## src/rtl/svm_sequencer.sv

```systemverilog
// rtl/svm_sequencer.sv - SVM period sequencer: Z/A/B/Z vector schedule with per-segment dwell counting
// Define SVM_SEQ_ALTERNATE_EN to alternate A/B order by period parity.
module svm_sequencer #(
  parameter int         TW        = 12,
  parameter int         MIN_DWELL = 4,
  parameter logic [5:0] RST_VEC   = 6'b000011
) (
  input  logic          clk,
  input  logic          rst,
  input  logic          en,
  input  logic [TW-1:0] period,
  input  logic [TW-1:0] ta,
  input  logic [TW-1:0] tb,
  input  logic [5:0]    vec_a,
  input  logic [5:0]    vec_b,
  input  logic [5:0]    vec_z,
  input  logic          cur_dir,
  output logic [5:0]    vnew,
  output logic          dir,
  output logic [1:0]    seg,
  output logic          period_start,
  output logic          fault
);

  localparam logic [0:0]    S_IDLE = 1'b0;
  localparam logic [0:0]    S_RUN  = 1'b1;
  localparam logic [TW-1:0] MIN_D  = TW'(MIN_DWELL);
  localparam logic [TW-1:0] ONE    = TW'(1);

  logic [0:0]    state;
  logic [TW-1:0] cnt;
  logic [TW-1:0] dw [4];
  logic [5:0]    vv [4];
  logic          swap;

`ifdef SVM_SEQ_ALTERNATE_EN
  logic par;
  assign swap = par;
`else
  assign swap = 1'b0;
`endif

  logic [TW:0]   sum_ab, tz;
  logic [TW-1:0] z1, z2;
  logic          bad;
  logic [TW-1:0] ndw [4];
  logic [5:0]    nvv [4];
  logic [1:0]    fidx, nidx;
  logic          more, last, start;

  always_comb begin
    sum_ab = {1'b0, ta} + {1'b0, tb};
    tz     = {1'b0, period} - sum_ab;
    z1     = tz[TW:1];
    z2     = tz[TW-1:0] - z1;
    bad    = (sum_ab > {1'b0, period}) || (period < MIN_D);
    if (bad) begin
      ndw[0] = (period == '0) ? ONE : period;
      ndw[1] = '0;
      ndw[2] = '0;
      ndw[3] = '0;
      nvv[0] = vec_z;
      nvv[1] = vec_z;
      nvv[2] = vec_z;
      nvv[3] = vec_z;
    end else begin
      ndw[0] = z1;
      ndw[1] = swap ? tb : ta;
      ndw[2] = swap ? ta : tb;
      ndw[3] = z2;
      nvv[0] = vec_z;
      nvv[1] = swap ? vec_b : vec_a;
      nvv[2] = swap ? vec_a : vec_b;
      nvv[3] = vec_z;
    end
    // Lowest-indexed non-empty segment wins; empty ones are passed over in the same edge.
    fidx = 2'd0;
    for (int i = 3; i >= 0; i--)
      if (ndw[i] != '0) fidx = 2'(i);
    nidx = 2'd0;
    more = 1'b0;
    for (int i = 3; i >= 0; i--)
      if ((2'(i) > seg) && (dw[i] != '0)) begin
        nidx = 2'(i);
        more = 1'b1;
      end
    last  = (state == S_RUN) && (cnt == '0) && !more;
    start = en && ((state == S_IDLE) || last);
  end

  always_ff @(posedge clk or posedge rst) begin
    if (rst) begin
      state        <= S_IDLE;
      cnt          <= '0;
      seg          <= '0;
      vnew         <= RST_VEC;
      dir          <= 1'b0;
      period_start <= 1'b0;
      fault        <= 1'b0;
      for (int i = 0; i < 4; i++) begin
        dw[i] <= '0;
        vv[i] <= '0;
      end
`ifdef SVM_SEQ_ALTERNATE_EN
      par <= 1'b0;
`endif
    end else begin
      period_start <= start;
      fault        <= start && bad;
      if (start) begin
        state <= S_RUN;
        for (int i = 0; i < 4; i++) begin
          dw[i] <= ndw[i];
          vv[i] <= nvv[i];
        end
        seg <= fidx;
        cnt <= ndw[fidx] - ONE;
        // Too-short segments keep the old vector so commutation always completes.
        if (ndw[fidx] >= MIN_D) begin
          vnew <= nvv[fidx];
          dir  <= cur_dir;
        end
`ifdef SVM_SEQ_ALTERNATE_EN
        par <= ~par;
`endif
      end else if (state == S_RUN) begin
        if (cnt != '0) begin
          cnt <= cnt - ONE;
        end else if (more) begin
          seg <= nidx;
          cnt <= dw[nidx] - ONE;
          if (dw[nidx] >= MIN_D) begin
            vnew <= vv[nidx];
            dir  <= cur_dir;
          end
        end else begin
          state <= S_IDLE;
`ifdef SVM_SEQ_ALTERNATE_EN
          par <= 1'b0;
`endif
        end
      end
    end
  end

endmodule

```

## config.mk

```make
export PLATFORM = sky130hd
export DESIGN_NAME = svm_sequencer
export DESIGN_NICKNAME = d
export VERILOG_FILES = /design/src/rtl/svm_sequencer.sv
export SDC_FILE = /design/constraint.sdc
export NUM_CORES = 1
export LEC_CHECK = 0
export ABC_AREA = 1
export BUFFER_PORTS_ARGS = -buffer_cell sky130_fd_sc_hd__buf_4
export CELL_PAD_IN_SITES_DETAIL_PLACEMENT = 1
export CELL_PAD_IN_SITES_GLOBAL_PLACEMENT = 1
export CORE_MARGIN = 1
export CORE_UTILIZATION = 39
export DETAILED_ROUTE_END_ITERATION = 7
export PLACE_DENSITY = 0.85
export SKIP_LAST_GASP = 1
export SYNTH_ARGS = -nofsm -noshare
export SYNTH_HDL_FRONTEND = slang
export SYNTH_SLANG_ARGS = --single-unit
```

## constraint.sdc

```tcl
create_clock -name clk -period 2.9 [get_ports clk]
set_input_delay 0.58 -clock clk [delete_from_list [all_inputs] [get_ports clk]]
set_output_delay 0.58 -clock clk [all_outputs]
set_load 0.01 [all_outputs]
```

==> out/summary.md, run 1 <==
## Status
• **run status** did not finish
• **Exit stage** 5_1_grt
• **first reported error** [ERROR GRT-0232] Routing congestion too high. Check the congestion heatmap in the GUI.

## Synth
• **Syn Inst Count** 1235
• **post-synth design cell area** 7940 sq um
• **net count after synthesis** 1328
• **number of enable flip-flop cells after synthesis** 0
• **synthesis warning total** 0
• **dominant synthesized flop cell** sky130_fd_sc_hd__dfrtp_1
• **synthesized area per cell** 6.43 sq um
• **register bit total from synthesis** 90
• **Netlist cell types** 58
• **async set or reset register ratio after synthesis** 100%
• **post-synthesis sequential area ratio** 28.4%

## GRT
• **pin count of the biggest net entering global routing** 40
• **total grt overflow** 105
• **GRT Resource Usage Total** 73.6%

## Timing
• **endpoint with the least setup slack after the last global-route repair** cnt[8]$_DFFE_PP0P_/D
• **kind of the worst endpoint** register input

## Floorplanning
• **I/O pins** 69
• **floorplan row count** 51
• **Horiz. Die Dim** 145 um
• **die extent in y** 145 um
• **Starting Density** 40.3%

## Clock tree
• **hold-fix buffers at CTS** 0
• **cell at the root of the clock tree** sky130_fd_sc_hd__clkbuf_16
• **maximum buffer depth of the clock tree** 2
• **Clock H-tree levels** 3
• **number of CTS-inserted buffers** 9
• **CTS Sinks** 90

## Placed design
• **GPL Wtd Cong** 0.940
• **HPWL after DPL** 29100 um
• **count of buffers inserted at the top-level ports** 68

[cell usage after synthesis, drive strengths merged (2+ instances only)]
master | n | area share [%]
xnor2 | 6 | 0.66
nand2 | 393 | 19
o21bai | 3 | 0.28
buf | 18 | 1.6
o21ai | 156 | 10
fa | 3 | 0.76
o41ai | 4 | 0.44
nor4 | 11 | 1.0
clkbuf | 23 | 1.1
xor2 | 12 | 1.3
o211ai | 5 | 0.47
nand3b | 3 | 0.28
clkinv | 4 | 0.27
a31oi | 6 | 0.47
o32ai | 2 | 0.22
nor2 | 98 | 5.2
dfrtp | 88 | 28
nand4 | 21 | 1.8
nor3 | 11 | 0.96
inv | 165 | 7.8
o21a | 2 | 0.20
a21oi | 41 | 2.7
dfstp | 2 | 0.66
a21o | 3 | 0.28
ha | 32 | 5.0
or2 | 5 | 0.39
and3 | 2 | 0.16
nand3 | 109 | 7.6
[per-layer routing]
| layer | GRT overflow | GRT usage, % |
|---|---|---|
| met1 | 0 | 75.7 |
| met2 | 67 | 93.3 |
| met3 | 0 | 50.4 |
| met4 | 38 | 78.1 |
| met5 | 0 | 8.77 |
[timing repair]
item	in CTS
gates cloned	4
setup endpoints to repair	84
pin swaps	90
endpoints found under the hold margin	0
resized for setup	169
buffers inserted	52
[per-stage QoR]
stage	cell area, sq um	hold slack, ps	setup WS, ps	cells
3_3_place_gp	11200	449	-2820	1798
2_1_floorplan	8470	437	-2020	1235
4_1_cts	12600	355	-2400	1870
3_5_place_dp	11200	460	-3080	1798
[cells by family after synthesis]
family	Yosys count	synth area share, %
AND/OR/NAND/NOR	654	37.0
AO/OA/AOI/OAI	228	16.0
buffers and inverters	210	10.8
flip-flops	90	28.4
adder cells (fa/ha/maj)	35	5.80
XOR/XNOR	18	1.99
==> run 2, diff against run 1 <==
--- a/config.mk
+++ b/config.mk
@@ -7,12 +7,10 @@
 export LEC_CHECK = 0
 export ABC_AREA = 1
 export BUFFER_PORTS_ARGS = -buffer_cell sky130_fd_sc_hd__buf_4
-export CELL_PAD_IN_SITES_DETAIL_PLACEMENT = 1
-export CELL_PAD_IN_SITES_GLOBAL_PLACEMENT = 1
 export CORE_MARGIN = 1
-export CORE_UTILIZATION = 39
+export CORE_UTILIZATION = 30
 export DETAILED_ROUTE_END_ITERATION = 7
-export PLACE_DENSITY = 0.85
+export PLACE_DENSITY_LB_ADDON = 0.15
 export SKIP_LAST_GASP = 1
 export SYNTH_ARGS = -nofsm -noshare
 export SYNTH_HDL_FRONTEND = slang
==> constraint.sdc (replaced) <==
create_clock -name clk -period 3.8 [get_ports clk]
set_input_delay 0.76 -clock clk [delete_from_list [all_inputs] [get_ports clk]]
set_output_delay 0.76 -clock clk [all_outputs]
set_load 0.01 [all_outputs]
==> run 2 against run 1 <==
Against the previous run:
- the flow now finishes, with violations (setup timing)
- synthesized area stayed put
- synthesized cell count stayed put
==> out/summary.md, run 2 <==
## Layout
• **Area Growth Syn to Fin** 65.2%
• **leading cell type in the layout, fill and taps excluded** sky130_fd_sc_hd__buf_4
• **number of fill cells in the layout** 2584
• **area of all sequential standard cells** 2250 sq um
• **largest registers** dw (48), vv (18), cnt (12)
• **share of layout cells above drive strength 1** 45.4%
• **flip-flop count of the largest register after layout** 48
• **register with the most flip-flops** dw
• **final net count** 1697
• **Multi-input gate area** 6150 sq um
• **Finished Layout Cells** 1944
• **final antenna diode count** 0
• **highest-count cells in the layout ignoring fill and taps** sky130_fd_sc_hd__buf_4, sky130_fd_sc_hd__nand2_1, sky130_fd_sc_hd__inv_1
• **fin area** 13100 sq um

## Synth
• **Syn Inst Count** 1235
• **cell taking the most area after synthesis** sky130_fd_sc_hd__dfrtp_1
• **async set or reset register ratio after synthesis** 100%
• **synthesized area per cell** 6.43 sq um
• **register bit total from synthesis** 90
• **number of enable flip-flop cells after synthesis** 0
• **leading cell types by total area after synthesis** sky130_fd_sc_hd__dfrtp_1, sky130_fd_sc_hd__nand2_1, sky130_fd_sc_hd__o21ai_0
• **most frequent cell after synthesis** sky130_fd_sc_hd__nand2_1
• **most frequent cells after synthesis** sky130_fd_sc_hd__nand2_1, sky130_fd_sc_hd__inv_1, sky130_fd_sc_hd__o21ai_0, sky130_fd_sc_hd__nand3_1, sky130_fd_sc_hd__dfrtp_1
• **synthesis warning total** 0
• **post-synthesis simple-gate area fraction** 37.0%
• **net count after synthesis** 1328
• **synthesized-area fraction occupied by adder cells** 5.80%
• **Netlist cell types** 58
• **multiplexer fraction of the synthesized cell area** 0%
• **post-synthesis sequential area ratio** 28.4%
• **largest family of logic cells by synthesized area** simple AND/OR/NAND/NOR gates
• **dominant synthesized flop cell** sky130_fd_sc_hd__dfrtp_1
• **Synth top area share** 27.7%
• **XOR/XNOR Fraction of Synth Area** 1.99%
• **post-synthesis compound-gate area fraction** 16.0%
• **post-synth design cell area** 7940 sq um

## Clock tree
• **Skew-Pair Late Insertion Delay** 360 ps
• **clock tree from TritonCTS** yes
• **CTS Sinks** 90
• **cell at the root of the clock tree** sky130_fd_sc_hd__clkbuf_16
• **number of CTS-inserted buffers** 9
• **Clock H-tree levels** 3
• **hold-fix buffers at CTS** 0
• **maximum buffer depth of the clock tree** 2
• **Clock Pin Slew Worst Setup and Hold Paths** 60 ps

## Timing
• **summed negative setup slack over all endpoints** -38320 ps
• **Setup WS post-layout** -1490 ps
• **setup repair after global routing missed its margin** true
• **slew margin rel.** 36.7%
• **Max Freq** 189 MHz
• **count of final max-slew check failures** 0
• **Finish-stage setup viols** 60
• **period utilization** 139%
• **minimum hold slack** 457 ps
• **minimum clock period after layout** 5290 ps
• **transition time at the pin with the least slew margin** 949 ps
• **final setup skew** 12.5 ps
• **final count of hold timing violations** 0

## Floorplanning
• **Starting Density** 30.6%
• **Horiz. Die Dim** 165 um
• **die extent in y** 165 um
• **floorplan row count** 59
• **core region area** 26000 sq um
• **die area** 27100 sq um
• **I/O pins** 69

## Setup path
• **cell with the most instances on the worst path** sky130_fd_sc_hd__nand2_2
• **Slowest Stage Delay on Critical Path** 300 ps
• **kind of cell adding the most delay to the critical path** simple AND/OR/NAND/NOR gates
• **Data required, critical path** 4030 ps
• **slack of the worst reg-to-reg path** 390 ps
• **sort of element at the end of the critical path** flip-flop
• **critical path data arrival time** 5520 ps
• **highest-delay cell along the critical path** sky130_fd_sc_hd__ha_1
• **category of the most critical setup path** primary input to flip-flop
• **crit start category** primary input
• **WP buf/inv** 5
• **largest driver fanout on the critical path** 7

## GRT
• **antenna violations before repair** 0
• **pin count of the biggest net entering global routing** 74
• **first-pass GRT wire length** 50000 um
• **vias in the first global route** 9502
• **GRT Resource Usage Total** 24.1%
• **total grt overflow** 0

## Route
• **number of nets with antenna violations after detailed routing** 0
• **wire length after detailed routing** 32200 um
• **post-DR vias/cell** 4.85
• **number of remaining DRC errors** 0
• **Iter 0 DRT Violations** 550
• **vias after detailed routing** 9420
• **first-pass detailed-route iteration total** 5
• **Avg WL per Cell** 16.6 um

## Placed design
• **placed cell areas** 10800 sq um
• **GPL Wtd Cong** 0.911
• **post-placement worst setup slack** -2100 ps
• **count of buffers inserted at the top-level ports** 68
• **HPWL after DPL** 24600 um
• **instance count after placement with tap cells included** 1848

## Status
• **run status** finished with violations
• **failing checks** setup timing

## Power
• **maximum resistive drop on vdd** 0.000295 V
• **power density normalized to cell area** 590 nW/um^2
• **total leakage power** 6.50 nW

## Run
• **Max Cap Viol** 0

## Min path
• **path type of the worst min-delay path** flip-flop to flip-flop

==> run 2: cell counts after synthesis <==
No cell type changed its count.
==> run 2: path summary, 6_finish.rpt <==
check,startpoint,endpoint,depth (start not counted)
min in group asynchronous,rst,dw[32],2
worst min register to register,vnew[0],vnew[0],2
worst min-delay path,vnew[0],vnew[0],2
worst max register to register,dw[35],vnew[4],15
worst max-delay path,tb[2],cnt[8],41
max in group asynchronous,rst,cnt[1],3
==> run 2: worst register-to-register path: cells and delay by family (launching register included) <==
family	cells	cell delay, ps
simple gates	6	1190
buf+inv	5	930
compound gates	4	810
flops	1	390
==> run 2: what timing repair did <==
action,4_1_cts,5_1_grt
gates cloned,7,0
setup buffers,54,22
endpoints found under the setup margin,78,82
hold endpoints to repair,0,0
pin swaps,95,54
gates resized for setup,191,159
==> run 2: kinds of logic after synthesis <==
group	Yosys count
AND/OR/NAND/NOR	654
AO/OA/AOI/OAI	228
flip-flops	90
XOR/XNOR	18
buffers and inverters	210
adder cells (fa/ha/maj)	35
==> run 2: layout make-up <==
class	instances	area share (%)
Clock buffer	9	1.72
Clock inverter	7	0.582
Inverter	169	5.06
Multi-Input combinational cell	937	46.9
Sequential cell	90	17.2
Tap cell	335	3.20
Timing Repair Buffer	396	25.3
Timing Repair inverter	1	0.0668
==> run 2: where the power goes <==
part | switching, W | internal, W | leakage (nW)
Sequential | 0.000160 | 0.00119 | 1.12
Clock | 0.000423 | 0.000515 | 0.142
Combinational | 0.00292 | 0.00254 | 5.24
==> run 2: metal layers <==
metal	up-vias	global-route usage, %	wire length [um]
met1	4405	29.2	13800
met3	65	1.71	869
met5	-	0	0
met2	205	43.3	16400
li1	4745	-	-
met4	0	11.0	1160
==> run 2: per-stage QoR <==
stage,util (%),total power (W)
6_report,50.5,0.00774
2_1_floorplan,-,0.00373
3_5_place_dp,41.5,0.00559
5_1_grt,50.5,0.00829
4_1_cts,47.7,0.00726
3_3_place_gp,41.5,0.00557
No activity file was read; power rests on OpenSTA's default activity.
==> run 3, diff against run 2 <==
--- a/config.mk
+++ b/config.mk
@@ -7,11 +7,13 @@
 export LEC_CHECK = 0
 export ABC_AREA = 1
 export BUFFER_PORTS_ARGS = -buffer_cell sky130_fd_sc_hd__buf_4
+export CAP_MARGIN = 20
 export CORE_MARGIN = 1
 export CORE_UTILIZATION = 30
 export DETAILED_ROUTE_END_ITERATION = 7
-export PLACE_DENSITY_LB_ADDON = 0.15
+export PLACE_DENSITY_LB_ADDON = 0.25
 export SKIP_LAST_GASP = 1
+export SLEW_MARGIN = 30
 export SYNTH_ARGS = -nofsm -noshare
 export SYNTH_HDL_FRONTEND = slang
 export SYNTH_SLANG_ARGS = --single-unit
==> run 3 against run 2 <==
Against the previous run:
- the flow still finishes with violations (setup timing)
- largest power group unchanged
- highest routed layer unchanged
- final cell count grew 0.10%
- non-clock buffer count increased by 2
- critical path depth is 3 lower
==> out/summary.md, run 3 (synthesized netlist as in run 2, its figures left out) <==
## Status
• **run status** finished with violations
• **failing checks** setup timing

## Clock tree
• **Clock Pin Slew Worst Setup and Hold Paths** 70 ps
• **number of CTS-inserted buffers** 9
• **Clock H-tree levels** 3
• **Skew-Pair Late Insertion Delay** 360 ps
• **clock tree from TritonCTS** yes
• **CTS Sinks** 90
• **maximum buffer depth of the clock tree** 2
• **cell at the root of the clock tree** sky130_fd_sc_hd__clkbuf_16

## Timing
• **Finish-stage setup viols** 58
• **count of final max-slew check failures** 0
• **final count of hold timing violations** 0
• **minimum hold slack** 393 ps
• **final setup skew** 8.22 ps
• **slew margin rel.** 60.4%
• **Max Freq** 187 MHz
• **minimum clock period after layout** 5340 ps
• **Setup WS post-layout** -1540 ps
• **transition time at the pin with the least slew margin** 595 ps
• **setup repair after global routing missed its margin** true
• **summed negative setup slack over all endpoints** -35970 ps
• **period utilization** 141%

## Layout
• **largest registers** dw (48), vv (18), cnt (12)
• **highest-count cells in the layout ignoring fill and taps** sky130_fd_sc_hd__buf_4, sky130_fd_sc_hd__nand2_1, sky130_fd_sc_hd__inv_1
• **leading cell type in the layout, fill and taps excluded** sky130_fd_sc_hd__buf_4
• **final antenna diode count** 0
• **Finished Layout Cells** 1946
• **share of layout cells above drive strength 1** 44.4%
• **register with the most flip-flops** dw
• **Area Growth Syn to Fin** 63.5%
• **area of all sequential standard cells** 2250 sq um
• **Multi-input gate area** 6080 sq um
• **final cell utilization of the core** 50.0%
• **flip-flop count of the largest register after layout** 48
• **number of fill cells in the layout** 2577
• **final net count** 1699

## Setup path
• **critical path data arrival time** 5590 ps
• **Slowest Stage Delay on Critical Path** 360 ps
• **worst reg-to-reg path cell count** 17
• **sort of element at the end of the critical path** flip-flop
• **Data required, critical path** 4050 ps
• **category of the most critical setup path** primary input to flip-flop
• **crit start category** primary input
• **highest-delay cell along the critical path** sky130_fd_sc_hd__fa_2
• **cell with the most instances on the worst path** sky130_fd_sc_hd__nand2_1
• **largest driver fanout on the critical path** 8

## Route
• **Iter 0 DRT Violations** 567
• **post-DR vias/cell** 4.88
• **wire length after detailed routing** 30900 um
• **vias after detailed routing** 9489
• **Avg WL per Cell** 15.9 um
• **number of remaining DRC errors** 0
• **number of nets with antenna violations after detailed routing** 0
• **first-pass detailed-route iteration total** 5

## GRT
• **total grt overflow** 0
• **pin count of the biggest net entering global routing** 87
• **first-pass GRT wire length** 47100 um
• **GRT Resource Usage Total** 22.6%
• **vias in the first global route** 9130
• **antenna violations before repair** 0

## Floorplanning
• **die extent in y** 165 um
• **die area** 27100 sq um
• **core region area** 26000 sq um
• **Starting Density** 30.6%
• **Horiz. Die Dim** 165 um
• **floorplan row count** 59
• **I/O pins** 69

## Min path
• **path type of the worst min-delay path** primary input to asynchronous set/reset pin

## Placed design
• **instance count after placement with tap cells included** 1854
• **count of buffers inserted at the top-level ports** 68
• **GPL Wtd Cong** 0.959
• **HPWL after DPL** 23600 um

## Run
• **Max Cap Viol** 0

## Power
• **power density normalized to cell area** 595 nW/um^2
• **PnR Total Power** 0.00772 W
• **maximum resistive drop on vdd** 0.000274 V
• **total leakage power** 6.40 nW

-- run 3: layer usage --
metal	track usage (%)	wire length, um
met1	28.6	13500
met2	39.0	15000
met3	3.04	1350
met4	8.05	1070
met5	0	0
-- run 3: path summary, 6_finish.rpt --
path | startpoint | endpoint | slack, ps
min in group clk | vnew[0] | vnew[0] | 460
worst max-delay path | ta[0] | cnt[11] | -1540
worst max register to register | dw[15] | cnt[11] | 300
worst min register to register | vnew[0] | vnew[0] | 460
max in group asynchronous | rst | fault | 2700
worst min-delay path | rst | dw[28] | 390
-- run 3: per-stage QoR --
| step | cell area [sq um] | setup slack (ps) |
|---|---|---|
| floorplan | 8170 | -1300 |
| global placement | 10800 | -2000 |
| detailed placement | 10800 | -2040 |
| CTS | 12000 | -1390 |
| global route | 13000 | -1900 |
| finish | 13000 | -1540 |
-- run 3: area by class of cell --
class | instances | share of cell area (%)
clock buffers | 10 | 1.84
clock inverters | 6 | 0.684
inverters | 169 | 5.13
multi-input cells | 937 | 46.8
flip-flops and latches | 90 | 17.4
well taps | 335 | 3.23
repair buffers | 398 | 24.8
repair inverters | 1 | 0.0675
-- run 3: timing repair --
action                     CTS  global route
pin swaps                   72           102
gates resized for setup    117           197
cloned                       5             2
hold buffers                 0             0
hold endpoints to repair     0             0
setup endpoints to repair   53            82
buffers inserted            45            27
-- run 3: worst max-delay path, delay by kind of cell --
family / cells / cell delay [ps]
XOR/XNOR: 2 / 310
AND/OR/NAND/NOR: 23 / 2250
adder cells (fa/ha/maj): 4 / 1140
buffers and inverters: 6 / 660
AO/OA/AOI/OAI: 3 / 430
-- run 3: power breakdown --
group | total [W] | internal, W | switching, W
clock | 0.00100 | 0.000595 | 0.000405
sequential | 0.00134 | 0.00119 | 0.000152
combinational | 0.00538 | 0.00248 | 0.00290
total | 0.00772 | 0.00426 | 0.00346
==> run 4, diff against run 3 <==
--- a/config.mk
+++ b/config.mk
@@ -12,6 +12,7 @@
 export CORE_UTILIZATION = 30
 export DETAILED_ROUTE_END_ITERATION = 7
 export PLACE_DENSITY_LB_ADDON = 0.25
+export SETUP_SLACK_MARGIN = 0.3
 export SKIP_LAST_GASP = 1
 export SLEW_MARGIN = 30
 export SYNTH_ARGS = -nofsm -noshare
==> run 4 against run 3 <==
Against the previous run:
- the flow still finishes with violations (setup timing)
- routed wire length rose by 1.7%
- combinational power rose by 4%
- non-clock buffer count fell by 2
- utilization rose by 0.39 points
- flip-flop and latch count did not move
- first-iteration DRC count rose by 16%
- clock power fell by 17%
- sequential share of layout area fell by 0.13 points
- maximum frequency rose by 0.27%
- critical endpoint unchanged
- largest cell class unchanged
- largest power group unchanged
==> out/summary.md, run 4 (synthesized netlist as in run 2, its figures left out) <==
## Status
• **run status** finished with violations
• **failing checks** setup timing

## Layout
• **share of layout cells above drive strength 1** 45.9%
• **flip-flop count of the largest register after layout** 48
• **largest registers** dw (48), vv (18), cnt (12)
• **final net count** 1696
• **leading cell type in the layout, fill and taps excluded** sky130_fd_sc_hd__buf_4
• **fin area** 13100 sq um
• **Finished Layout Cells** 1941
• **highest-count cells in the layout ignoring fill and taps** sky130_fd_sc_hd__buf_4, sky130_fd_sc_hd__nand2_1, sky130_fd_sc_hd__inv_1
• **final antenna diode count** 0
• **Area Growth Syn to Fin** 64.8%
• **register with the most flip-flops** dw

## Placed design
• **placed cell areas** 11000 sq um
• **count of buffers inserted at the top-level ports** 68
• **GPL Wtd Cong** 0.951
• **HPWL after DPL** 24700 um
• **instance count after placement with tap cells included** 1842

## GRT
• **antenna violations before repair** 0
• **first-pass GRT wire length** 48400 um
• **total grt overflow** 0
• **pin count of the biggest net entering global routing** 54
• **vias in the first global route** 9145
• **GRT Resource Usage Total** 23.2%

## Clock tree
• **Skew-Pair Late Insertion Delay** 340 ps
• **maximum buffer depth of the clock tree** 2
• **CTS Sinks** 90
• **clock tree from TritonCTS** yes
• **Clock Pin Slew Worst Setup and Hold Paths** 60 ps
• **hold-fix buffers at CTS** 0
• **number of CTS-inserted buffers** 9
• **cell at the root of the clock tree** sky130_fd_sc_hd__clkbuf_16
• **Clock H-tree levels** 3

## Power
• **NetSw** 0.00351 W
• **Clk pwr share** 10.7%
• **share of power burned in combinational logic** 72.0%
• **maximum resistive drop on vdd** 0.000282 V
• **power share of the sequential group** 17.3%
• **PnR Total Power** 0.00775 W
• **power density normalized to cell area** 592 nW/um^2
• **Net Sw Frac** 45.4%
• **total leakage power** 6.47 nW
• **internal power** 0.00424 W

## Timing
• **period utilization** 140%
• **slew margin rel.** 57.0%
• **transition time at the pin with the least slew margin** 645 ps
• **summed negative setup slack over all endpoints** -39720 ps
• **minimum clock period after layout** 5330 ps
• **Setup WS post-layout** -1530 ps
• **count of final max-slew check failures** 0
• **final setup skew** 7.26 ps
• **final count of hold timing violations** 0
• **Max Freq** 188 MHz
• **setup repair after global routing missed its margin** true
• **Finish-stage setup viols** 65

## Route
• **number of remaining DRC errors** 0
• **vias after detailed routing** 9382
• **post-DR vias/cell** 4.83
• **Avg WL per Cell** 16.2 um
• **Iter 0 DRT Violations** 657
• **number of nets with antenna violations after detailed routing** 0
• **first-pass detailed-route iteration total** 5
• **wire length after detailed routing** 31500 um

## Setup path
• **sort of element at the end of the critical path** flip-flop
• **highest-delay cell along the critical path** sky130_fd_sc_hd__fa_2
• **cell with the most instances on the worst path** sky130_fd_sc_hd__nand2_2
• **category of the most critical setup path** primary input to flip-flop
• **critical path data arrival time** 5560 ps
• **crit start category** primary input
• **Slowest Stage Delay on Critical Path** 370 ps
• **Data required, critical path** 4030 ps
• **largest driver fanout on the critical path** 8

## Floorplanning
• **Starting Density** 30.6%
• **Horiz. Die Dim** 165 um
• **floorplan row count** 59
• **die extent in y** 165 um
• **core region area** 26000 sq um
• **I/O pins** 69
• **die area** 27100 sq um

## Run
• **Max Cap Viol** 0

## Min path
• **path type of the worst min-delay path** flip-flop to flip-flop

==> run 4: cell types whose count changed in the layout (fill, tap and decap cells not counted), sizes merged <==
cell | previous run | this run
clkinvlp | 2 | 1
buf | 396 | 395
bufinv | 2 | 0
inv | 166 | 165
==> run 4: power by group through the flow <==
stage	sequential [W]	clock [W]	combinational [W]
after floorplan	0.00131	0	0.00258
after global placement	0.00135	0	0.00442
after detailed placement	0.00136	0	0.00446
after CTS	0.00134	0.000839	0.00505
after global routing	0.00136	0.000876	0.00605
final	0.00134	0.000831	0.00558
==> run 4: metal layers <==
| metal | up-vias | wire length, um | GRT usage (%) |
|---|---|---|---|
| met3 | 44 | 1130 | 1.83 |
| met5 | - | 0 | 0 |
| li1 | 4762 | - | - |
| met2 | 230 | 15500 | 41.2 |
| met1 | 4346 | 13800 | 29.5 |
| met4 | 0 | 1030 | 7.63 |
==> run 4: cell type report <==
cell class,count,area (sq um)
clock buffers,11,243
clock inverters,3,17.5
fillers,2548,12900
inverters,169,661
multi-input cells,937,6150
flip-flops and latches,90,2250
well taps,335,419
repair buffers,396,3340
==> run 4: path summary, 6_finish.rpt <==
path	start	end	slack (ps)	depth (start not counted)
max in group asynchronous	rst	vnew[0]	2570	3
worst min register to register	vnew[0]	vnew[0]	460	2
worst max register to register	dw[27]	cnt[8]	190	17
worst max-delay path	ta[0]	cnt[11]	-1530	40
worst min-delay path	vnew[0]	vnew[0]	460	2
min in group asynchronous	rst	cnt[6]	510	2
==> run 4: critical path: cells and delay by family <==
kind	cells	cell delay (ps)
AO/OA/AOI/OAI	5	530
XOR/XNOR	1	180
adder cells (fa/ha/maj)	3	840
buffers and inverters	8	1030
AND/OR/NAND/NOR	23	2210
==> run 4: what timing repair did <==
action	in CTS	in global routing
setup buffers	53	28
endpoints found under the setup margin	82	82
pin swaps	95	96
gates resized for setup	149	148
gates cloned	3	1
==> run 4: through the flow <==
step	util [%]	setup slack [ps]	hold WS (ps)
floorplan	-	-1300	437
global placement	42.4	-2070	451
detailed placement	42.4	-2110	460
CTS	47.4	-1350	467
global route	50.4	-1880	484
finish	50.4	-1530	465
